[config.mk]
export PLATFORM = sky130hd
export DESIGN_NAME = mem_access_unit
export DESIGN_NICKNAME = d
export VERILOG_FILES = /design/src/rtl/mem_access_unit.sv
export SDC_FILE = /design/constraint.sdc
export NUM_CORES = 1
export LEC_CHECK = 0
export BUFFER_PORTS_ARGS = -buffer_cell sky130_fd_sc_hd__buf_4
export CORE_MARGIN = 8
export CORE_UTILIZATION = 40
export DETAILED_ROUTE_END_ITERATION = 8
export MAX_ROUTING_LAYER = met4
export PLACE_DENSITY = 0.69
export REMOVE_ABC_BUFFERS = 1
export SYNTH_ARGS = -nofsm -noshare
export SYNTH_HDL_FRONTEND = slang
export SYNTH_SLANG_ARGS = --single-unit
[constraint.sdc]
create_clock -name clk -period 4.35 [get_ports clk]
set_input_delay 0.2175 -clock clk [delete_from_list [all_inputs] [get_ports clk]]
set_output_delay 0.2175 -clock clk [all_outputs]
set_load 0.03 [all_outputs]
[src/rtl/mem_access_unit.sv]
// Memory-stage load/store engine: drives a req/addr_ok/data_ok data bus, builds store lanes,
// extracts and extends load data, and stalls the pipeline until the access completes.
module mem_access_unit (
  input  logic        clk,
  input  logic        rst,
  input  logic        mem_enM,
  input  logic        mem_wrM,
  input  logic [1:0]  mem_sizeM,
  input  logic        mem_signedM,
  input  logic [31:0] aluoutM,
  input  logic [31:0] writedataM,
  output logic [31:0] readdataM,
  output logic        stallM,
  output logic        adelM,
  output logic        adesM,
  output logic        data_req,
  output logic        data_wr,
  output logic [1:0]  data_size,
  output logic [31:0] data_addr,
  output logic [31:0] data_wdata,
  output logic [3:0]  data_wstrb,
  input  logic        data_addr_ok,
  input  logic        data_data_ok,
  input  logic [31:0] data_rdata
);

  typedef enum logic [1:0] {IDLE, ADDR, DATA, DONE} stateT;

  stateT       state, nextState;
  logic [1:0]  effSize;
  logic        misaligned, validAccess;
  logic [3:0]  curWstrb;
  logic [31:0] curWdata;
  logic        latWr, latSigned;
  logic [1:0]  latSize;
  logic [31:0] latAddr, latWdata, loadValue;
  logic [3:0]  latWstrb;
  logic [7:0]  loadByte;
  logic [15:0] loadHalf;

  // Reserved size 11 behaves exactly like a word access.
  assign effSize     = (mem_sizeM == 2'b11) ? 2'b10 : mem_sizeM;
  assign misaligned  = ((effSize == 2'b01) && aluoutM[0]) ||
                       ((effSize == 2'b10) && (aluoutM[1:0] != 2'b00));
  assign validAccess = mem_enM && !misaligned;

  always_comb begin
    curWstrb = 4'b0000;
    curWdata = writedataM;
    case (effSize)
      2'b00: begin
        curWdata = {4{writedataM[7:0]}};
        if (mem_wrM) curWstrb = 4'b0001 << aluoutM[1:0];
      end
      2'b01: begin
        curWdata = {2{writedataM[15:0]}};
        if (mem_wrM) curWstrb = aluoutM[1] ? 4'b1100 : 4'b0011;
      end
      default: begin
        if (mem_wrM) curWstrb = 4'b1111;
      end
    endcase
  end

  always_comb begin
    loadByte = data_rdata[7:0];
    case (latAddr[1:0])
      2'b01:   loadByte = data_rdata[15:8];
      2'b10:   loadByte = data_rdata[23:16];
      2'b11:   loadByte = data_rdata[31:24];
      default: loadByte = data_rdata[7:0];
    endcase
    loadHalf = latAddr[1] ? data_rdata[31:16] : data_rdata[15:0];
    case (latSize)
      2'b00:   loadValue = {{24{latSigned & loadByte[7]}}, loadByte};
      2'b01:   loadValue = {{16{latSigned & loadHalf[15]}}, loadHalf};
      default: loadValue = data_rdata;
    endcase
  end

  always_ff @(posedge clk or posedge rst) begin
    if (rst) state <= IDLE;
    else     state <= nextState;
  end

  // The payload is captured on the first request cycle so the M inputs may change afterwards.
  always_ff @(posedge clk or posedge rst) begin
    if (rst) begin
      latWr     <= 1'b0;
      latSigned <= 1'b0;
      latSize   <= 2'b00;
      latAddr   <= 32'h0;
      latWdata  <= 32'h0;
      latWstrb  <= 4'h0;
    end else if (state == IDLE && validAccess) begin
      latWr     <= mem_wrM;
      latSigned <= mem_signedM;
      latSize   <= effSize;
      latAddr   <= aluoutM;
      latWdata  <= curWdata;
      latWstrb  <= curWstrb;
    end
  end

  always_ff @(posedge clk or posedge rst) begin
    if (rst)                                            readdataM <= 32'h0;
    else if (state == DATA && data_data_ok && !latWr)   readdataM <= loadValue;
  end

  // Everything combinational is forced low while reset is held.
  always_comb begin
    nextState  = state;
    data_req   = 1'b0;
    data_wr    = 1'b0;
    data_size  = 2'b00;
    data_addr  = 32'h0;
    data_wdata = 32'h0;
    data_wstrb = 4'h0;
    stallM     = 1'b0;
    adelM      = 1'b0;
    adesM      = 1'b0;
    if (!rst) begin
      adelM = mem_enM && misaligned && !mem_wrM;
      adesM = mem_enM && misaligned && mem_wrM;
      case (state)
        IDLE: begin
          if (validAccess) begin
            data_req   = 1'b1;
            data_wr    = mem_wrM;
            data_size  = effSize;
            data_addr  = aluoutM;
            data_wdata = curWdata;
            data_wstrb = curWstrb;
            stallM     = 1'b1;
            nextState  = data_addr_ok ? DATA : ADDR;
          end
        end
        ADDR: begin
          data_req   = 1'b1;
          data_wr    = latWr;
          data_size  = latSize;
          data_addr  = latAddr;
          data_wdata = latWdata;
          data_wstrb = latWstrb;
          stallM     = 1'b1;
          if (data_addr_ok) nextState = DATA;
        end
        DATA: begin
          stallM = 1'b1;
          if (data_data_ok) nextState = DONE;
        end
        default: nextState = IDLE;
      endcase
    end
  end

endmodule

==> reports/metrics.csv, run 1 <==
metric;value;unit
status;complete, no violations;
cts_setup_buffers;0;
hp-class;input port to async pin;
grt_start_max_net_pins;83;
synth-seq-cells;106;
place.gp.congestion;0.9081;
slew_viol_final;0;
endpoint_kind;primary output;
tightest_slew;1.008;ns
avgViaCountPerCell;5.508;
die_w;135.4;um
fin_tns_setup;0;ns
synth_top_area_frac;0.4653;
wire_per_inst;18.82;um
syn_area;5700;um2
r2r_cells;5;
die_area;18330;um2
yosysMostFrequentCell;dfrtp_1;
io_pins;212;
yosysUniqueCellTypes;46;
r2r_end;latWdata[7]$_DFFE_PP0P_;
cts_tree;done;
ff2ff_setup_slack;1.84;ns
skew;0.005250;ns
timing.critical_path.arrival;2.97;ns
die_height;135.4;um
max_cap_violations;0;
power.total;4.820;mW
grt_overflow_total;0;
ys_top_cells_by_count;dfrtp_1, nand2_1, o21ai_0, a21oi_1, mux2_2;
dr.pass1.iters;5;
hold_violations;0;
synth_largest_area_cell;dfrtp_1;
cts-root-buf;clkbuf_16;
syn_inst;599;
critPathKind;flop to primary output;
r2r-start;state[1]$_DFFE_PP0P_;
synth_edf_count;0;
async_reset_ff_frac;1.000;
fin_crit;3.189;ns
initial_core_util;0.4107;
avgSynthCellArea;9.517;um2
clkSinkCount;106;
cp_max_fo;42;
numCtsBuffers;9;
antenna_left;0;
drt_iter0_markers;304;
ctsHoldBuffers;0;
num_rows;43;
synthTopCellsByArea;dfrtp_1, mux2_2, a22o_1, nand2_1, o21ai_0;
yosysWarnings;0;
yosysSeqAreaShare;0.4653;
wirelength;18180;um
grt_usage;0.2015;
finalCritPeriodShare;0.7332;
synthFlopType;dfrtp_1;
cts.clk_slew.worst_paths;0.07;ns
core_area;13880;um2
cts_max_level;3;
ir_drop;0.2529;mV
power_density;629.6;nW/um2
p_leak;3.727;nW
clk-insertion-delay-late;0.35;ns
nNetsFinal;890;
grt_pass1_vias;5480;
io_buffers;211;
cp-start-kind;flop;
clock.fmax;313.5;MHz
vias;5321;
antenna_found_initial;0;
finalSetupViolCount;0;
rsz0062_at_grt;no;
cp.required;4.13;ns
drive_gt1_frac;0.3651;
grt_pass1_wl;28660;um
relSlewSlack;0.3262;
cts_buffer_depth;2;
cts_resized;0;
drc;0;
syn_to_final_growth;34.28;%
n_antenna_cell;0;
hpwl;13200;um
## where the power goes
| part | internal (mW) | switching, mW |
|---|---|---|
| sequential | 1.45 | 0.319 |
| combinational | 0.920 | 1.34 |
| clock | 0.409 | 0.382 |
## cells in the final DEF, fill, tap and decap left out, drive strengths merged, types with 3 or more instances in the layout
cell / n
clkbuf: 10
nand2: 95
or3: 8
nand2b: 10
o21ai: 67
nand3: 33
buf: 218
dfrtp: 106
a22o: 41
mux2i: 32
mux2: 44
ha: 4
clkinv: 3
inv: 15
a21oi: 47
nor2: 21
## critical path, cell delays in order, from the launching register on
cell and delay (ns):
dfrtp_1 0.45, inv_1 0.12, ha_1 0.27, inv_1 0.13, nor2_4 0.77, buf_4 0.45, nand2_1 0.09, o21ai_0 0.11
buf_4 0.22
## layout make-up
cell class | instances | area (um2)
Fill cell | 1230 | 6226
Multi-Input combinational cell | 432 | 2796
Sequential cell | 106 | 2653
Timing Repair Buffer | 218 | 1637
Clock buffer | 10 | 239.0
Tap cell | 180 | 225.2
Inverter | 14 | 55.05
Clock inverter | 6 | 50.05
## kinds of logic after synthesis
group	after synthesis	share of synthesized area
AOI/OAI and AO/OA	174	0.1927
buffers and inverters	61	0.04785
and+or+nand+nor	177	0.1383
muxes	77	0.1471
adders and majority gates	4	0.008780
DFF	106	0.4653
## per-stage QoR
step	hold slack [ns]	instances	instance area (um2)	utilization	setup WS, ns
finish	0.01896	966	7655	0.5515	1.161
floorplan	0.3679	552	5480	-	-0.1587
detailed placement	0.4078	950	7366	0.5306	1.540
global route	0.03998	966	7655	0.5515	0.9557
global placement	0.3977	950	7366	0.5306	1.622
CTS	0.02403	966	7655	0.5515	1.147
## worst max-delay path by stage
| stage | startpoint | slack (ns) | endpoint |
|---|---|---|---|
| after global routing | state[1]$_DFFE_PP0P_ | 0.96 | data_wdata[20] |
| final | state[1]$_DFFE_PP0P_ | 1.16 | data_wdata[20] |
| after detailed placement | mem_sizeM[1] | 1.54 | data_wdata[31] |
| after floorplan | rst | -0.16 | data_wdata[10] |
| after CTS | state[1]$_DFFE_PP0P_ | 1.15 | data_wdata[20] |
| after global placement | mem_sizeM[1] | 1.62 | data_wdata[31] |
## registers in the layout (all words and copies together) (netlist names)
| signal | count |
|---|---|
| latWdata | 32 |
| latAddr | 32 |
| latSize | 2 |
| latWr | 1 |
| latSigned | 1 |
| state | 2 |
| latWstrb | 4 |
| readdataM | 32 |
## routing by layer
layer	global-route usage	vias to the layer above	routed length [um]
met3	0.07270	22	1759
met5	-	-	0
met1	0.2501	2580	8067
met4	0.06477	0	303
li1	-	2490	-
met2	0.2999	229	8048
Note: power is estimated with default switching activity, not from simulation.
==> run 2: changes to the inputs <==
--- a/config.mk
+++ b/config.mk
@@ -5,12 +5,13 @@
 export SDC_FILE = /design/constraint.sdc
 export NUM_CORES = 1
 export LEC_CHECK = 0
+export ABC_AREA = 1
 export BUFFER_PORTS_ARGS = -buffer_cell sky130_fd_sc_hd__buf_4
 export CORE_MARGIN = 8
 export CORE_UTILIZATION = 40
 export DETAILED_ROUTE_END_ITERATION = 8
 export MAX_ROUTING_LAYER = met4
-export PLACE_DENSITY = 0.69
+export PLACE_DENSITY = 0.71
 export REMOVE_ABC_BUFFERS = 1
 export SYNTH_ARGS = -nofsm -noshare
 export SYNTH_HDL_FRONTEND = slang
==> constraint.sdc (replaced) <==
create_clock -name clk -period 2.9 [get_ports clk]
set_input_delay 0.145 -clock clk [delete_from_list [all_inputs] [get_ports clk]]
set_output_delay 0.145 -clock clk [all_outputs]
set_load 0.03 [all_outputs]
==> reports/metrics.csv, run 2 <==
metric;value;unit;change
die_area;19600;um2;+7.0%
hp-class;input port to flop;;
fin_tns_setup;0;ns;unchanged
io_pins;212;;unchanged
grt_pass1_vias;6446;;+18%
finalCritPeriodShare;0.8406;;
final_cell_mix;nand2_1, buf_4, dfrtp_1, nor2_1, a21oi_1;;
grt_overflow_total;0;;unchanged
drive_gt1_frac;0.2560;;-0.1092
hold-path-endpoint;latAddr[29]$_DFFE_PP0P_;;
cts_max_level;3;;unchanged
yosysMostFrequentCell;nand2_1;;
die_w;140.0;um;+3.4%
cp.required;2.76;ns;-1.37 ns
ff2ff_setup_slack;0.94;ns;-0.90 ns
grt_pass1_wl;32790;um;+14%
cts_tree;done;;
place.gp.congestion;0.8651;;-4.7%
relSlewSlack;0.4377;;+0.1115
critPathKind;flop to primary output;;
die_height;140.0;um;+3.4%
synth_largest_area_cell;dfrtp_1;;
power_density;960.1;nW/um2;+52%
synth-seq-cells;106;;unchanged
power.switching;3.544;mW;+74%
fillers;1483;;+21%
intPower;4.304;mW;+55%
synth_top_area_frac;0.4312;;-0.03416
finalSetupViolCount;0;;unchanged
tightest_slew;0.8425;ns;-0.1658 ns
wire_per_inst;15.82;um;-16%
slowest_delay;0.41;ns;-0.36 ns
io_buffers;211;;unchanged
initial_core_util;0.4077;;-0.002961
syn_inst;896;;+50%
cts.clk_slew.worst_paths;0.07;ns;about the same
grt_start_max_net_pins;116;;+40%
hpwl;14350;um;+8.7%
synthTopCellsByArea;dfrtp_1, nand2_1, a21oi_1, nor2_1, nand3_1;;
avgViaCountPerCell;5.080;;-7.8%
r2r_cells;10;;+5
holdPathStages;3;;
path_cells;inv_1, ha_1, nand3_4, inv_2, buf_12, nand2_1, a21oi_1, buf_4;;
hold_start;aluoutM[29];;
syn_to_final_growth;32.87;%;
ir_drop;0.4440;mV;+76%
cts-root-buf;clkbuf_16;;
yosysSeqAreaShare;0.4312;;-0.03416
top_regs;latAddr (32), latWdata (32), readdataM (32);;
vias;6472;;+22%
cp_max_fo;37;;-12%
clk-insertion-delay-late;0.35;ns;about the same
layout_commonest_cell;nand2_1;;
max_cap_violations;0;;unchanged
synth_edf_count;0;;unchanged
cts_buffer_depth;2;;unchanged
yosysUniqueCellTypes;26;;-43%
fin_crit;2.438;ns;
crit_path_top_delay_cell;dfrtp_1;;
p_leak;4.343;nW;+17%
async_reset_ff_frac;1.000;;unchanged
switching_share;0.4516;;+0.02878
cp-start-kind;flop;;
dpl_cell_area;7848;um2;+6.5%
timing.critical_path.arrival;2.29;ns;-0.68 ns
grt_usage;0.2120;;+0.01045
p_clk_frac;0.156;;-0.008
skew;0.01009;ns;+0.004843 ns
clock.fmax;410.2;MHz;
clkSinkCount;106;;unchanged
hold_violations;0;;unchanged
r2r_end;readdataM[10]$_DFFE_PP0P_;;
r2r-start;latAddr[1]$_DFFE_PP0P_;;
core_area;15090;um2;+8.7%
ys_top_cells_by_count;nand2_1, dfrtp_1, nor2_1, a21oi_1, inv_1;;
drt_iter0_markers;387;;+27%
endpoint_kind;primary output;;
wirelength;20150;um;+11%
syn_area;6152;um2;+7.9%
n_antenna_cell;0;;unchanged
antenna_left;0;;unchanged
antenna_found_initial;0;;unchanged
cts_setup_buffers;0;;unchanged
yosysWarnings;0;;unchanged
p_comb_frac;0.502;;+0.034
fin_area;8174;um2;+6.8%
nNetsFinal;1191;;+34%
status;complete, no violations;;
pwr-share-seq;0.341;;-0.027
num_rows;45;;+4.7%
drc;0;;unchanged
rsz0062_at_grt;no;;
dr.pass1.iters;5;;unchanged
slew_viol_final;0;;unchanged
synthFlopType;dfrtp_1;;
avgSynthCellArea;6.866;um2;-28%
numCtsBuffers;9;;unchanged
run 2: how the worst max path moves through the flow:
stage | start | end | slack, ns | cells after the start
global placement | state[1]$_DFFE_PP0P_ | data_addr[13] | 0.91 | 8
detailed placement | state[1]$_DFFE_PP0P_ | data_wstrb[0] | 0.83 | 8
floorplan | rst | stallM | -0.49 | 3
global route | state[1]$_DFFE_PP0P_ | data_wstrb[0] | 0.26 | 8
CTS | state[1]$_DFFE_PP0P_ | data_wstrb[0] | 0.44 | 8
finish | state[1]$_DFFE_PP0P_ | data_wstrb[0] | 0.46 | 8
run 2: worst max-delay path, delay by kind of cell (launching register included):
family / cells / cell delay, ns
buffers and inverters: 4 / 0.81
and+or+nand+nor: 2 / 0.23
AOI/OAI and AO/OA: 1 / 0.16
adders and majority gates: 1 / 0.33
DFF: 1 / 0.41
run 2: cell type report:
| cell class | instances | area (um2) | area share |
|---|---|---|---|
| inverter | 53 | 201.4 | 0.02464 |
| multi-input combinational | 684 | 3039 | 0.3718 |
| clock buffer | 11 | 232.7 | 0.02847 |
| sequential | 106 | 2653 | 0.3245 |
| timing repair buffer | 228 | 1759 | 0.2152 |
| clock inverter | 4 | 53.80 | 0.006582 |
| tap | 188 | 235.2 | 0.02878 |
run 2: timing repair:
| item | 4_1_cts | 5_1_grt |
|---|---|---|
| hold buffers | 4 | 0 |
| resized for setup | 0 | 0 |
| setup endpoints to repair | 0 | 0 |
| hold endpoints to repair | 4 | 0 |
run 2: power by group through the flow:
| stage | clock, mW | sequential (mW) | combinational [mW] |
|---|---|---|---|
| global route | 1.31 | 2.77 | 4.36 |
| floorplan | 0 | 3.06 | 2.09 |
| finish | 1.23 | 2.68 | 3.94 |
| CTS | 1.25 | 2.67 | 3.98 |
| global placement | 0 | 2.67 | 3.92 |
| detailed placement | 0 | 2.68 | 3.97 |
run 2: through the flow:
step           utilization  cells  hold WS [ns]  power [mW]  setup WS [ns]
3_3_place_gp        0.5201   1255        0.3589       6.590         0.9088
2_1_floorplan            -    843        0.2660       5.155        -0.4875
6_report            0.5417   1274       0.01433       7.848         0.4624
3_5_place_dp        0.5201   1255        0.3640       6.653         0.8297
5_1_grt             0.5417   1274      0.009777       8.440         0.2630
4_1_cts             0.5417   1274      0.001136       7.903         0.4419
run 2: kinds of logic (layout without fill, tap and decap cells):
group | Yosys count | in the layout | synth area share
compound gates | 152 | 152 | 0.1348
fa+ha+maj | 4 | 4 | 0.008135
buf+inv | 106 | 296 | 0.07525
flops | 106 | 106 | 0.4312
simple gates | 528 | 528 | 0.3506
run 2: per-layer routing:
layer	track usage	wire (um)
met1	0.2598	8829
met2	0.3328	9252
met3	0.06014	1651
met4	0.06743	420
met5	-	0
